File: config.mk
export PLATFORM = sky130hd
export DESIGN_NAME = stopwatch_dp_flat
export DESIGN_NICKNAME = d
export VERILOG_FILES = /design/src/rtl/stopwatch_dp_if.sv /design/src/rtl/stopwatch_dp.sv /design/src/flat_wrapper.sv
export SDC_FILE = /design/constraint.sdc
export NUM_CORES = 1
export LEC_CHECK = 0
export CAP_MARGIN = 5
export CORE_MARGIN = 2
export CORE_UTILIZATION = 50
export DETAILED_ROUTE_END_ITERATION = 8
export PLACE_DENSITY = 0.7
export SLEW_MARGIN = 5
export SYNTH_ARGS = -nofsm -noshare
export SYNTH_HDL_FRONTEND = slang
export SYNTH_SLANG_ARGS = --single-unit
export TNS_END_PERCENT = 50
File: constraint.sdc
create_clock -name clk -period 3.1 [get_ports clk]
set_input_delay 0.31 -clock clk [delete_from_list [all_inputs] [get_ports clk]]
set_output_delay 0.31 -clock clk [all_outputs]
set_load 0.02 [all_outputs]
File: src/rtl/stopwatch_dp_if.sv
//------------------------------------------------------------------------------
// Module   : stopwatch_dp_if
// Purpose  : Control and display bundle of the stopwatch datapath.
//            master : the controller side (drives the mode levels, reads time)
//            slave  : the stopwatch itself
// Signals  : i_clear, i_runstop, i_count_down  - mode request levels
//            o_msec[6:0], o_sec[5:0], o_min[5:0], o_hour[4:0] - time fields
//            o_zero                             - count-down reached zero
// Revision : 1.0 - initial release
//------------------------------------------------------------------------------
`default_nettype none

interface stopwatch_dp_if;
  logic       i_clear;
  logic       i_runstop;
  logic       i_count_down;
  logic [6:0] o_msec;
  logic [5:0] o_sec;
  logic [5:0] o_min;
  logic [4:0] o_hour;
  logic       o_zero;

  modport master (
    output i_clear, i_runstop, i_count_down,
    input  o_msec, o_sec, o_min, o_hour, o_zero
  );

  modport slave (
    input  i_clear, i_runstop, i_count_down,
    output o_msec, o_sec, o_min, o_hour, o_zero
  );
endinterface

`default_nettype wire

File: src/rtl/stopwatch_dp.sv
//------------------------------------------------------------------------------
// Module   : stopwatch_dp
// Purpose  : Up/down stopwatch, hh:mm:ss.cc, driven by a divided time base.
// Ports    : clk  - system clock, rising edge
//            rst  - asynchronous active-high reset
//            sw   - stopwatch_dp_if.slave (mode levels in, time fields and
//                   zero pulse out)
// Params   : CLK_FREQ - clock frequency in Hz
//            TICK_HZ  - time-base rate in Hz (CLK_FREQ/TICK_HZ >= 2)
// Revision : 1.0 - initial release
//------------------------------------------------------------------------------
`default_nettype none

module stopwatch_dp #(
  parameter int CLK_FREQ = 100_000_000,
  parameter int TICK_HZ  = 100
) (
  input  wire logic     clk,
  input  wire logic     rst,
  stopwatch_dp_if.slave sw
);

  localparam int DIV   = CLK_FREQ / TICK_HZ;
  localparam int DIV_W = (DIV > 2) ? $clog2(DIV) : 1;
  localparam logic [DIV_W-1:0] DIV_MAX = DIV_W'(DIV - 1);

  localparam logic [1:0] MODE_HOLD  = 2'd0;
  localparam logic [1:0] MODE_UP    = 2'd1;
  localparam logic [1:0] MODE_DOWN  = 2'd2;
  localparam logic [1:0] MODE_CLEAR = 2'd3;

  logic [DIV_W-1:0] div_q, div_d;
  logic [6:0]       msec_q, msec_d;
  logic [5:0]       sec_q, sec_d;
  logic [5:0]       min_q, min_d;
  logic [4:0]       hour_q, hour_d;
  logic             zero_q, zero_d;

  logic [1:0] mode;
  logic       at_zero;
  logic       at_one;
  logic       tick;

  always_comb begin
    mode = MODE_HOLD;
    if (sw.i_clear)           mode = MODE_CLEAR;
    else if (sw.i_count_down) mode = MODE_DOWN;
    else if (sw.i_runstop)    mode = MODE_UP;
  end

  assign at_zero = (hour_q == 5'd0) && (min_q == 6'd0) && (sec_q == 6'd0) &&
                   (msec_q == 7'd0);
  assign at_one  = (hour_q == 5'd0) && (min_q == 6'd0) && (sec_q == 6'd0) &&
                   (msec_q == 7'd1);

  // A count-down parked at zero freezes the divider at 0, so a later mode
  // change starts a full period rather than a stale partial one.
  assign tick = ((mode == MODE_UP) || ((mode == MODE_DOWN) && !at_zero)) &&
                (div_q == DIV_MAX);

  always_comb begin
    div_d  = div_q;
    msec_d = msec_q;
    sec_d  = sec_q;
    min_d  = min_q;
    hour_d = hour_q;
    zero_d = 1'b0;

    case (mode)
      MODE_CLEAR: begin
        div_d  = '0;
        msec_d = '0;
        sec_d  = '0;
        min_d  = '0;
        hour_d = '0;
      end
      MODE_UP, MODE_DOWN: begin
        if ((mode == MODE_DOWN) && at_zero) div_d = '0;
        else if (div_q == DIV_MAX)          div_d = '0;
        else                                div_d = div_q + 1'b1;
      end
      default: ;
    endcase

    // Whole cascade resolved combinationally so every field lands together.
    if (tick && (mode == MODE_UP)) begin
      if (msec_q == 7'd99) begin
        msec_d = '0;
        if (sec_q == 6'd59) begin
          sec_d = '0;
          if (min_q == 6'd59) begin
            min_d  = '0;
            hour_d = (hour_q == 5'd23) ? 5'd0 : hour_q + 5'd1;
          end else begin
            min_d = min_q + 6'd1;
          end
        end else begin
          sec_d = sec_q + 6'd1;
        end
      end else begin
        msec_d = msec_q + 7'd1;
      end
    end else if (tick && (mode == MODE_DOWN)) begin
      // tick is suppressed at zero, so a borrow out of the hours never occurs
      zero_d = at_one;
      if (msec_q == 7'd0) begin
        msec_d = 7'd99;
        if (sec_q == 6'd0) begin
          sec_d = 6'd59;
          if (min_q == 6'd0) begin
            min_d  = 6'd59;
            hour_d = hour_q - 5'd1;
          end else begin
            min_d = min_q - 6'd1;
          end
        end else begin
          sec_d = sec_q - 6'd1;
        end
      end else begin
        msec_d = msec_q - 7'd1;
      end
    end
  end

  always_ff @(posedge clk or posedge rst) begin
    if (rst) begin
      div_q  <= '0;
      msec_q <= '0;
      sec_q  <= '0;
      min_q  <= '0;
      hour_q <= '0;
      zero_q <= 1'b0;
    end else begin
      div_q  <= div_d;
      msec_q <= msec_d;
      sec_q  <= sec_d;
      min_q  <= min_d;
      hour_q <= hour_d;
      zero_q <= zero_d;
    end
  end

  assign sw.o_msec = msec_q;
  assign sw.o_sec  = sec_q;
  assign sw.o_min  = min_q;
  assign sw.o_hour = hour_q;
  assign sw.o_zero = zero_q;

endmodule

`default_nettype wire

File: src/flat_wrapper.sv
// flat-port wrapper written by rule: the top's interface ports become plain ports
module stopwatch_dp_flat 
#(
  parameter int CLK_FREQ = 100_000_000,
  parameter int TICK_HZ  = 100
)
  (clk, rst, sw_i_clear, sw_i_runstop, sw_i_count_down, sw_o_msec, sw_o_sec, sw_o_min, sw_o_hour, sw_o_zero);
  stopwatch_dp_if sw_i ();
  input  wire logic clk;
  input  wire logic rst;
  input wire logic [$bits(sw_i.i_clear)-1:0] sw_i_clear;
  input wire logic [$bits(sw_i.i_runstop)-1:0] sw_i_runstop;
  input wire logic [$bits(sw_i.i_count_down)-1:0] sw_i_count_down;
  output wire logic [$bits(sw_i.o_msec)-1:0] sw_o_msec;
  output wire logic [$bits(sw_i.o_sec)-1:0] sw_o_sec;
  output wire logic [$bits(sw_i.o_min)-1:0] sw_o_min;
  output wire logic [$bits(sw_i.o_hour)-1:0] sw_o_hour;
  output wire logic [$bits(sw_i.o_zero)-1:0] sw_o_zero;
  assign sw_i.i_clear = sw_i_clear;
  assign sw_i.i_runstop = sw_i_runstop;
  assign sw_i.i_count_down = sw_i_count_down;
  assign sw_o_msec = sw_i.o_msec;
  assign sw_o_sec = sw_i.o_sec;
  assign sw_o_min = sw_i.o_min;
  assign sw_o_hour = sw_i.o_hour;
  assign sw_o_zero = sw_i.o_zero;
  stopwatch_dp #(.CLK_FREQ(CLK_FREQ), .TICK_HZ(TICK_HZ)) u_core (.clk(clk), .rst(rst), .sw(sw_i));
endmodule
==> results.tsv <==
metric	value	unit
synth_cells	466	
multi_input_area	2400	µm²
swShare	0.277	
antenna_found_initial	0	
p_per_area	271	nW/µm²
drtAntennaViolNets	0	
finalWirelength	9820	µm
p_clk_frac	0.330	
initial_utilization	0.516	
syn_area_per_cell	8.03	µm²
start_kind	register	
synth_edf_count	0	
synth_compound_area_frac	0.239	
drive_gt1_frac	0.0949	
grt_pass1_vias	3469	
async_flop_share	1.00	
p_switching	320	µW
internal_power	833	µW
final_hold_viol_count	0	
worst-path-buf-inv	0	
post_cts_buffers	0	
ys_types	73	
ys_seq_elements	45	
seq_area_frac_synth	0.301	
syn2layout_area_growth	13.8	%
synth-main-ff-cell	dfrtp_1	
power_frac_seq	0.532	
hp-class	reg2reg	
grt_max_degree	46	
tightest_slew	1100	ps
htree_levels	2	
synth_xor_area_frac	0.0187	
muxShareOfSynthArea	0.0244	
yosysWarningCount	0	
setup_viol	0	
drc_errors	0	
leakage	1.74	nW
drv_cap	0	
gr-total-overflow	0	
synthesis.area	3740	µm²
synth_simple_gate_area_frac	0.299	
critical_path.cell_chain	ha_1 > nand3_2 > or4_1 > nor2_2 > or4_1 > nor3_1 > a21o_1	
relSlewSlack	0.262	
rows	31	
slowest_delay	780	ps
cts_tree	yes	
clock_path_buffers	2	
max_freq	353	MHz
drv_slew	0	
crit_family	simple AND/OR/NAND/NOR gates	
grt_first_pass_wirelength	16700	µm
cp-end-kind	register	
track_usage	0.245	
clkSlewWorstSetupHoldPaths	80	ps
crit_slowest_cell	or4_1	
dieArea	8190	µm²
critPathArrivalTime	3030	ps
path_max_fanout	10	
io_buffers	29	
wire_per_inst	16.5	µm
regArea	1130	µm²
firstDrtPassIters	5	
fin_nets	516	
routed_via_density	6.28	
die_x	90.5	µm
numCtsBuffers	5	
clock_latency	300	ps
synthAdderAreaFrac	0.0535	
drt_iter0_drc	354	
io_pins	30	
required	3290	ps
synth_top_family_by_area	simple AND/OR/NAND/NOR gates	
place.gp.congestion	0.881	
crit_top_cell	or4_1	
synth_nets	487	
status	finished, final reports clean	
period_needed	2840	ps
p_total	1.15	mW
skew	11.6	ps
dieHeight	90.5	µm
vias	3729	
tns	0	ps
num_antenna_cells	0	
clock_sinks	45	
hpwl	6870	µm
core-area	7250	µm²
combPwrFrac	0.138	
post-route-period-util	0.915	
path_class	reg2reg	
rsz0062_at_grt	no	
fill_cells	698	
peakVddDrop	0.256	mV
clockRootBuffer	clkbuf_8	
[area by class of cell]
class / count / area share
multi-input combinational: 371 / 0.564
inverter: 25 / 0.0220
clock buffer: 7 / 0.0203
sequential: 45 / 0.264
tap: 99 / 0.0291
timing repair buffer: 47 / 0.0999
[power by group through the flow]
stage	clock [mW]	combinational (mW)	sequential (mW)
global route	0.416	0.179	0.616
CTS	0.394	0.155	0.613
finish	0.380	0.159	0.613
global placement	0	0.152	0.624
floorplan	0	0.110	0.622
detailed placement	0	0.154	0.624
[sequential cells by signal, summed over array words and instances, names as in the netlist]
| register | cells |
|---|---|
| u_core.sw.o_hour | 5 |
| u_core.sw.o_zero | 1 |
| u_core.sw.o_min | 6 |
| u_core.div_q | 20 |
| u_core.sw.o_sec | 6 |
| u_core.sw.o_msec | 7 |
[worst register-to-register path, cell delays in order (launching register included)]
cell and delay [ps]:
dfrtp_1 420, ha_1 240, nand3_2 120, or4_1 780, nor2_2 500, or4_1 410, nor3_1 100, a21o_1 160
[cell usage in the layout (no fill, tap or decap), drive strengths merged, types with 3 or more instances in the layout]
master         instances
mux2i                  8
or3                    6
o31ai                  3
nand2                 54
inv                   24
nand3                 29
a31oi                 17
nor2                  28
dfrtp                 45
nand4                 11
and3                  13
a21oi                 33
xor2                   4
clkdlybuf4s50         29
nor2b                 10
buf                   18
nor4                   9
or2                    4
o211ai                 5
and2                   3
a41oi                  4
a311oi                 3
a21o                   5
o22ai                  5
nor3                  15
o21a                   4
nand2b                 6
o21ai                 33
ha                    16
clkbuf                 7
xnor2                  4
nand3b                 3
[path summary, 6_finish.rpt]
| path | start | end | slack (ps) | depth (start not counted) |
|---|---|---|---|---|
| worst max-delay path | u_core.div_q[0] | u_core.div_q[12] | 260 | 7 |
| worst min-delay path | u_core.div_q[19] | u_core.div_q[19] | 510 | 1 |
| worst max register to register | u_core.div_q[0] | u_core.div_q[12] | 260 | 7 |
| worst min register to register | u_core.div_q[19] | u_core.div_q[19] | 510 | 1 |
| max in group asynchronous | rst | u_core.div_q[11] | 1910 | 2 |
| min in group asynchronous | rst | u_core.sw.o_hour[3] | 550 | 2 |
[cell families (layout without fill, tap and decap cells)]
kind of cell,after synthesis,count (layout)
muxes,9,9
DFF,45,45
adders and majority gates,16,16
buffers and inverters,51,79
AOI/OAI and AO/OA,136,136
xor gates and xnor gates,8,8
and+or+nand+nor,201,202
[stage by stage]
step / util / setup WS [ps] / instances / cell area [µm²] / hold slack [ps]
2_1_floorplan: - / 634 / 466 / 3740 / 453
3_3_place_gp: 0.573 / 185 / 586 / 4160 / 480
3_5_place_dp: 0.573 / 51.5 / 586 / 4160 / 493
4_1_cts: 0.585 / 243 / 593 / 4240 / 507
5_1_grt: 0.587 / 35.8 / 594 / 4260 / 525
6_report: 0.587 / 263 / 594 / 4260 / 508
[cell usage after synthesis, types with 4 or more instances]
cell type / n / area [µm²]
a21o_1: 5 / 37.5
nand2b_1: 6 / 37.5
clkbuf_1: 14 / 52.6
nor2_1: 26 / 97.6
xor2_1: 4 / 35.0
nand2_1: 54 / 203
o21a_1: 4 / 30.0
inv_1: 24 / 90.1
and3_1: 13 / 81.3
o22ai_1: 5 / 31.3
ha_1: 16 / 200
mux2i_1: 8 / 80.1
dfrtp_1: 45 / 1130
or3_1: 6 / 37.5
a41oi_1: 4 / 35.0
xnor2_1: 4 / 35.0
a21oi_1: 32 / 160
nor2b_1: 10 / 62.6
o211ai_1: 4 / 30.0
nand3_1: 28 / 140
nand4_1: 11 / 68.8
a31oi_1: 17 / 106
or2_2: 4 / 25.0
buf_6: 4 / 45.0
buf_2: 5 / 25.0
o21ai_0: 31 / 155
nor3_1: 14 / 70.1
[routing by layer]
layer,GRT usage,part of all wire
met5,0,0
met1,0.321,0.45
met4,0.0795,0.017
met2,0.419,0.47
met3,0.0309,0.059
[repair_timing]
action	4_1_cts	5_1_grt
endpoints found under the setup margin	0	2
gates resized for setup	0	1
hold buffers	0	0
Power figures use the tool's default switching activity.
